==> src/rtl/counter_pkg.sv <==
// Shared types and default sizing for the modulo counter.
//   dir_e           : count direction (DIR_DOWN=0, DIR_UP=1)
//   DEFAULT_WIDTH   : default count width in bits
//   DEFAULT_MODULUS : default count sequence length
package counter_pkg;

  typedef enum logic {
    DIR_DOWN = 1'b0,
    DIR_UP   = 1'b1
  } dir_e;

  localparam int unsigned DEFAULT_WIDTH   = 3;
  localparam int unsigned DEFAULT_MODULUS = 8;

endpackage : counter_pkg

==> src/rtl/edge_detect.sv <==
// Rising-edge detector with a synchronous active-low reset.
// Only instantiated when MOD_COUNTER_EDGE_EN is defined.
//   clk   : clock
//   rst_n : synchronous active-low reset; clears the history register
//   d     : level input
//   rise  : high for the cycle in which d=1 and the previous sampled d was 0
module edge_detect (
  input  logic clk,
  input  logic rst_n,
  input  logic d,
  output logic rise
);

  logic d_q;
  logic d_d;

  // History always tracks d, so an edge is consumed even if the consumer ignores it.
  always_comb begin
    d_d = d;
  end

  always_ff @(posedge clk) begin
    if (!rst_n) begin
      d_q <= 1'b0;
    end else begin
      d_q <= d_d;
    end
  end

  assign rise = d & ~d_q;

endmodule : edge_detect

==> src/rtl/mod_counter.sv <==
// Up/down modulo-MODULUS counter with clear, load, wrap-or-saturate and a sticky overflow flag.
// Build option: define MOD_COUNTER_EDGE_EN to step once per rising edge of en instead of on
// every cycle en is high.
//   clk      : clock, all state updates on the rising edge
//   rst_n    : synchronous active-low reset (overrides everything)
//   en       : step request
//   up       : 1 = increment, 0 = decrement
//   clr      : clear count and ovf
//   load     : load load_val (clamped to MODULUS-1)
//   load_val : value to load
//   count    : registered count, 0..MODULUS-1
//   tc       : one-cycle pulse after a boundary step (wrap or saturate)
//   ovf      : sticky flag set by any boundary step
module mod_counter
  import counter_pkg::*;
#(
  parameter int unsigned WIDTH    = DEFAULT_WIDTH,
  parameter int unsigned MODULUS  = DEFAULT_MODULUS,
  parameter bit          SATURATE = 1'b0
) (
  input  logic             clk,
  input  logic             rst_n,
  input  logic             en,
  input  logic             up,
  input  logic             clr,
  input  logic             load,
  input  logic [WIDTH-1:0] load_val,
  output logic [WIDTH-1:0] count,
  output logic             tc,
  output logic             ovf
);

  // 64-bit compare so WIDTH=32 does not overflow the range check.
  if ((WIDTH < 2) || (WIDTH > 32) || (MODULUS < 2) ||
      (64'(MODULUS) > (64'd1 << WIDTH))) begin : g_param_check
    $error("mod_counter: illegal WIDTH/MODULUS combination");
  end

  localparam logic [WIDTH-1:0] MaxVal = WIDTH'(MODULUS - 1);

  logic [WIDTH-1:0] count_q, count_d;
  logic             tc_q, tc_d;
  logic             ovf_q, ovf_d;
  logic             step;
  dir_e             dir;

  assign dir = dir_e'(up);

`ifdef MOD_COUNTER_EDGE_EN
  logic en_rise;

  edge_detect u_edge_detect (
    .clk  (clk),
    .rst_n(rst_n),
    .d    (en),
    .rise (en_rise)
  );

  assign step = en_rise;
`else
  assign step = en;
`endif

  always_comb begin
    count_d = count_q;
    tc_d    = 1'b0;
    ovf_d   = ovf_q;
    if (clr) begin
      count_d = '0;
      ovf_d   = 1'b0;
    end else if (load) begin
      count_d = (load_val > MaxVal) ? MaxVal : load_val;
    end else if (step) begin
      if (dir == DIR_UP) begin
        // Explicit compare against MaxVal; never rely on the natural 2**WIDTH wrap.
        if (count_q == MaxVal) begin
          count_d = SATURATE ? count_q : '0;
          tc_d    = 1'b1;
          ovf_d   = 1'b1;
        end else begin
          count_d = count_q + WIDTH'(1);
        end
      end else begin
        if (count_q == '0) begin
          count_d = SATURATE ? count_q : MaxVal;
          tc_d    = 1'b1;
          ovf_d   = 1'b1;
        end else begin
          count_d = count_q - WIDTH'(1);
        end
      end
    end
  end

  always_ff @(posedge clk) begin
    if (!rst_n) begin
      count_q <= '0;
      tc_q    <= 1'b0;
      ovf_q   <= 1'b0;
    end else begin
      count_q <= count_d;
      tc_q    <= tc_d;
      ovf_q   <= ovf_d;
    end
  end

  assign count = count_q;
  assign tc    = tc_q;
  assign ovf   = ovf_q;

endmodule : mod_counter

==> config.mk <==
export PLATFORM = sky130hd
export DESIGN_NAME = mod_counter
export DESIGN_NICKNAME = d
export VERILOG_FILES = /design/src/rtl/counter_pkg.sv /design/src/rtl/edge_detect.sv /design/src/rtl/mod_counter.sv
export SDC_FILE = /design/constraint.sdc
export NUM_CORES = 1
export LEC_CHECK = 0
export BUFFER_PORTS_ARGS = -buffer_cell sky130_fd_sc_hd__buf_2
export CAP_MARGIN = 40
export CORE_AREA = 2 2 39 41
export CTS_CLUSTER_SIZE = 14
export DETAILED_ROUTE_END_ITERATION = 8
export DIE_AREA = 0 0 41 43
export PLACE_DENSITY = 0.53
export SYNTH_ARGS = -nofsm -noshare
export SYNTH_HDL_FRONTEND = slang
export SYNTH_SLANG_ARGS = --single-unit
export TNS_END_PERCENT = 50
==> constraint.sdc <==
create_clock -name clk -period 2.2 [get_ports clk]
set_input_delay 0.44 -clock clk [delete_from_list [all_inputs] [get_ports clk]]
set_output_delay 0.44 -clock clk [all_outputs]
set_load 0.05 [all_outputs]
# Yosys cells after proc, flatten, opt, wreduce, memory -nomap -nowiden
# Index checks and enable logic that the tools add are counted.
[classes]
n_addsub = 2
n_lt_le_gt_ge = 1
eq_ne = 2
muxes = 12
bitwise = 3
n_reduce_logical = 6
[op_table]
columns = ["cell", "count"]
rows = [
  ["3-bit 2-to-1 mux", 6],
  ["1-bit 2-to-1 mux", 6],
  ["4-bit AND reduction", 1],
  ["2-bit nonzero test", 2],
  ["4-bit OR reduction", 1],
  ["3-bit by 1-bit adder with 3-bit output, second input constant", 1],
  ["3-bit == test, second input constant", 1],
  ["3-bit > comparator, second input constant", 1],
  ["3-bit zero test", 1],
  ["1-bit NOT", 3],
  ["3-bit by 1-bit subtractor with 3-bit output, second input constant", 1],
  ["2-bit by 1-bit inequality test with 1-bit output, second input constant", 1],
  ["2-bit OR reduction", 1],
]
[word_totals]
regBits = 5
in_bits = 9
output_inout_bits = 5
wordCells = 29

# Logic depth before layout (Yosys ltp)
[logic_depth]
word_depth = 5
depth_mapped = 6
depth_no_buf = 6

# Worst setup path after synthesis
# OpenSTA, ideal clock, no wires.
[synth_path]
kind = "reg-to-reg"
startpoint = "register count_q[0], in the netlist count[0]"
endpoint = "register count_q[2], in the netlist count[2]"
setup_ns = 0.070
arrival_time_ns = 1.886
required_ns = 2.130
path_slack_ns = 0.244
path_stages_with_launch = 7
path_buffers = 0
synth_period_minus_slack_ns = 1.956
cell_sequence = "dfxtp_1 inv_1 ha_1 ha_1 or2_1 a311o_1 a21oi_1"
[synth_between]
elab_chain_len = 5
word_cells_on_any_way = 9
classes_between = "add/sub (2); eq/ne (1); mux (5); reduce/logical (1)"
[synth_rtl]
columns = ["item", "line_no", "text"]
rows = [
  ["start: declaration", "mod_counter.sv:41", "logic [WIDTH-1:0] count_q, count_d;"],
  ["start signal: assignment", "mod_counter.sv:101", "count_q <= count_d;"],
  ["3-bit by 1-bit subtractor with 3-bit output, or another cell as far along", "mod_counter.sv:89", "count_d = count_q - WIDTH'(1);"],
  ["3-bit 2-to-1 mux (on tied branches)", "mod_counter.sv:84, mod_counter.sv:76", ""],
  ["3-bit 2-to-1 mux (*)", "mod_counter.sv:74", "if (dir == DIR_UP) begin"],
  ["3-bit 2-to-1 mux (*)", "mod_counter.sv:73", "end else if (step) begin"],
  ["3-bit 2-to-1 mux (*)", "mod_counter.sv:71", "end else if (load) begin"],
]
# Every way passes the cells marked *; elsewhere a longest branch is shown, timed or not. The select of a mux whose other input is x is not followed.
# A chain may end at the register's enable or synchronous reset.

# Worst setup path after layout
# Same ends and word-level chain as after synthesis.

==> results_dict.tcl <==
set metrics [dict create \
    outcome "completed" \
    syn_area_um2 317 \
    std_cell_rows 14 \
    grt_max_degree 8 \
    syn_to_final_growth_pct 35.6 \
    switchingPower_w 0.0000766 \
    slew-limit-headroom_pct 83.4 \
    synth_area_leaders "dfxtp_1 (32%), ha_1 (16%), nand2b_1 (7.9%)" \
    wl_met1_um 286 \
    num-nets-final 67 \
    worstHoldStart "load_val[2]" \
    worstReg2RegStart "count[0]" \
    reg2reg_slack_ps 570 \
    num_io_pins 14 \
    reg2reg_to "count[2]" \
    grt_pass1_vias 294 \
    pwr_density_cell_mw_per_mm2 600 \
    hold_viol 0 \
    worstPathArrival_ps 1810 \
    cp.required_ps 2380 \
    antenna_found_initial 0 \
    ff2ff_path_depth 6 \
    critPathMaxFanout 3 \
    grt.total_usage_pct 10.9 \
    core_area_mm2 0.00138 \
    vias 306 \
    slowest_delay_ps 350 \
    vias_per_cell 4.43 \
    switching_share_pct 29.8 \
    ant_nets 0 \
    synth_area_leader_cell "dfxtp_1" \
    finalNonFillerCells 69 \
    start_util_pct 22.9 \
    grt_overflow_total 0 \
    wl_met2_um 325 \
    cts_tree "done" \
    tightest_slew_ps 248 \
    worstSetupStartpointType "flip-flop" \
    die_area_mm2 0.00176 \
    cts_buffers 3 \
    routed.top_layer "met4" \
    max_freq_mhz 614 \
    drive_above_1_share_pct 34.0 \
    drt_iter0_drc 2 \
    slew_violations 0 \
    crit_type "flip-flop to flip-flop" \
    cp-end-kind "flip-flop" \
    insertion_delay_ps 250 \
    placedCellCount 65 \
    clkTransAtPathRegs_ps 50 \
    synth_seq_area_share_pct 31.6 \
    port_buffers 13 \
    htree_levels 1 \
    fillers 153 \
    rsz0062_at_grt "no" \
    synth_cell_types 20 \
    ys_ff_latch 5 \
    max-cap-violations 0 \
    syn_nets 49 \
    holdPathStages 3 \
    drc_errors 0 \
    p_int_w 0.000181 \
    crit_path_frequent_cell "ha_1" \
    tns_ps 0 \
    synth_area_per_cell_um2 8.79 \
    cts-resized-gates 0 \
    gp_congestion 0.768 \
    cts_root_buffer "clkbuf_4" \
    cts_setup_buffers 0 \
    finalSetupViolCount 0 \
    grt_pass1_wl_um 1200 \
    die_w_um 41 \
    routed-wl-met3_um 34 \
    die_h_um 43 \
    hold_path_class "input port to flip-flop" \
    crit_slowest_cell "dfxtp_1" \
    clock_skew_ps 4.40 \
    clock_path_buffers 2 \
    clock_power_share_pct 42.0 \
    post-route-period-util_pct 74.1 \
    netlist.area_leader.share_pct 31.6 \
    path_cells "inv_1 > ha_1 > ha_1 > or2_1 > a311o_1 > a21oi_1" \
    wl_per_cell_um 9.88 \
    cts.sinks 5 \
    first_pass_iters 2 \
    peakVddDrop_mv 0.289 \
    routed_wl_um 682 \
    synth-warning-count 0 \
    comb_power_share_pct 20.5 \
    ctsHoldBuffers 0 \
    whs_endpoint "count[2]" \
    fin_crit_ps 1630 \
    power_frac_seq_pct 37.6 \
    diodes 0 \
    syn_inst 36 \
    leakage_nw 0.202 \
]
==> cell usage after synthesis, drive strengths merged <==
master,number
or2,1
nand2,4
dfxtp,5
or3,1
a211oi,1
a2111o,1
o221ai,1
ha,4
a21o,1
nor3,1
nor2,2
a31oi,1
a311o,1
nor2b,1
o21ba,1
inv,3
a21oi,1
nor3b,1
nand2b,4
mux2i,1
==> cell usage in the layout (no fill, tap or decap), drive strengths merged <==
cell type and instances:
a2111o 1, a211oi 1, nor3 1, or2 1, a21oi 1, clkinv 1, nand2 4, or3 1
a31oi 1, nor3b 1, a21o 1, ha 4, a311o 1, inv 3, dfxtp 5, o221ai 1
o21ba 1, mux2i 1, buf 13, nor2b 1, clkbuf 3, nand2b 4, nor2 2
==> worst max-delay path, delay by kind of cell, from the launching register on <==
| kind | cells | cell delay, ps |
|---|---|---|
| AO/OA/AOI/OAI | 2 | 470 |
| adder cells (fa/ha/maj) | 2 | 460 |
| buffers and inverters | 1 | 80 |
| AND/OR/NAND/NOR | 1 | 200 |
| flip-flops | 1 | 350 |
==> per-stage QoR <==
stage          instance area (µm²)  hold slack [ps]  power [W]  util (%)  worst slack (ps)
6_report                       429              434   0.000257      31.0               571
5_1_grt                        429              444   0.000274      31.0               493
4_1_cts                        429              423   0.000263      31.0               563
3_5_place_dp                   402              474   0.000151      29.0               574
3_3_place_gp                   402              471   0.000151      29.0               610
2_1_floorplan                  317              576   0.000133         -               244
==> sequential cells by signal (all words and copies together) (netlist names) <==
name / cells
ovf: 1
count: 3
tc: 1
==> power by group through the flow <==
stage | combinational (W) | clock, W | sequential, W
6_report | 0.0000527 | 0.000108 | 0.0000967
5_1_grt | 0.0000596 | 0.000118 | 0.0000970
4_1_cts | 0.0000530 | 0.000113 | 0.0000968
3_5_place_dp | 0.0000529 | 0 | 0.0000985
3_3_place_gp | 0.0000529 | 0 | 0.0000984
2_1_floorplan | 0.0000226 | 0 | 0.000110
==> worst max-delay path by stage <==
stage | slack [ps] | end | from
after floorplan | 240 | count[2] | count[0]
after global placement | 610 | count[2] | count[0]
after detailed placement | 570 | count[2] | count[0]
after CTS | 560 | count[2] | count[0]
after global routing | 490 | count[2] | count[0]
final | 570 | count[2] | count[0]
==> routing by layer <==
metal  vias up  GRT usage [%]
li1        161              -
met1       131           13.1
met2        10           13.8
met3         4           1.57
met4         0           14.0
met5         -              0
==> final cells by class <==
class / instances / area (µm²) / area share (%)
clock buffer: 3 / 22.5 / 5.25
clock inverter: 1 / 5.00 / 1.17
timing repair buffer: 13 / 65.1 / 15.2
inverter: 3 / 11.3 / 2.62
multi-input combinational: 28 / 205 / 47.8
sequential: 5 / 100 / 23.3
tap: 16 / 20.0 / 4.66
==> logic make-up (layout without fill, tap and decap cells) <==
kind of cell	count (synthesis)	after routing	share of synthesized area [%]
simple gates	15	15	24.9
buf+inv	3	20	3.56
fa+ha+maj	4	4	15.8
flops	5	5	31.6
mux	1	1	3.16
compound gates	8	8	21.0
Note: power is estimated with default switching activity, not from simulation.
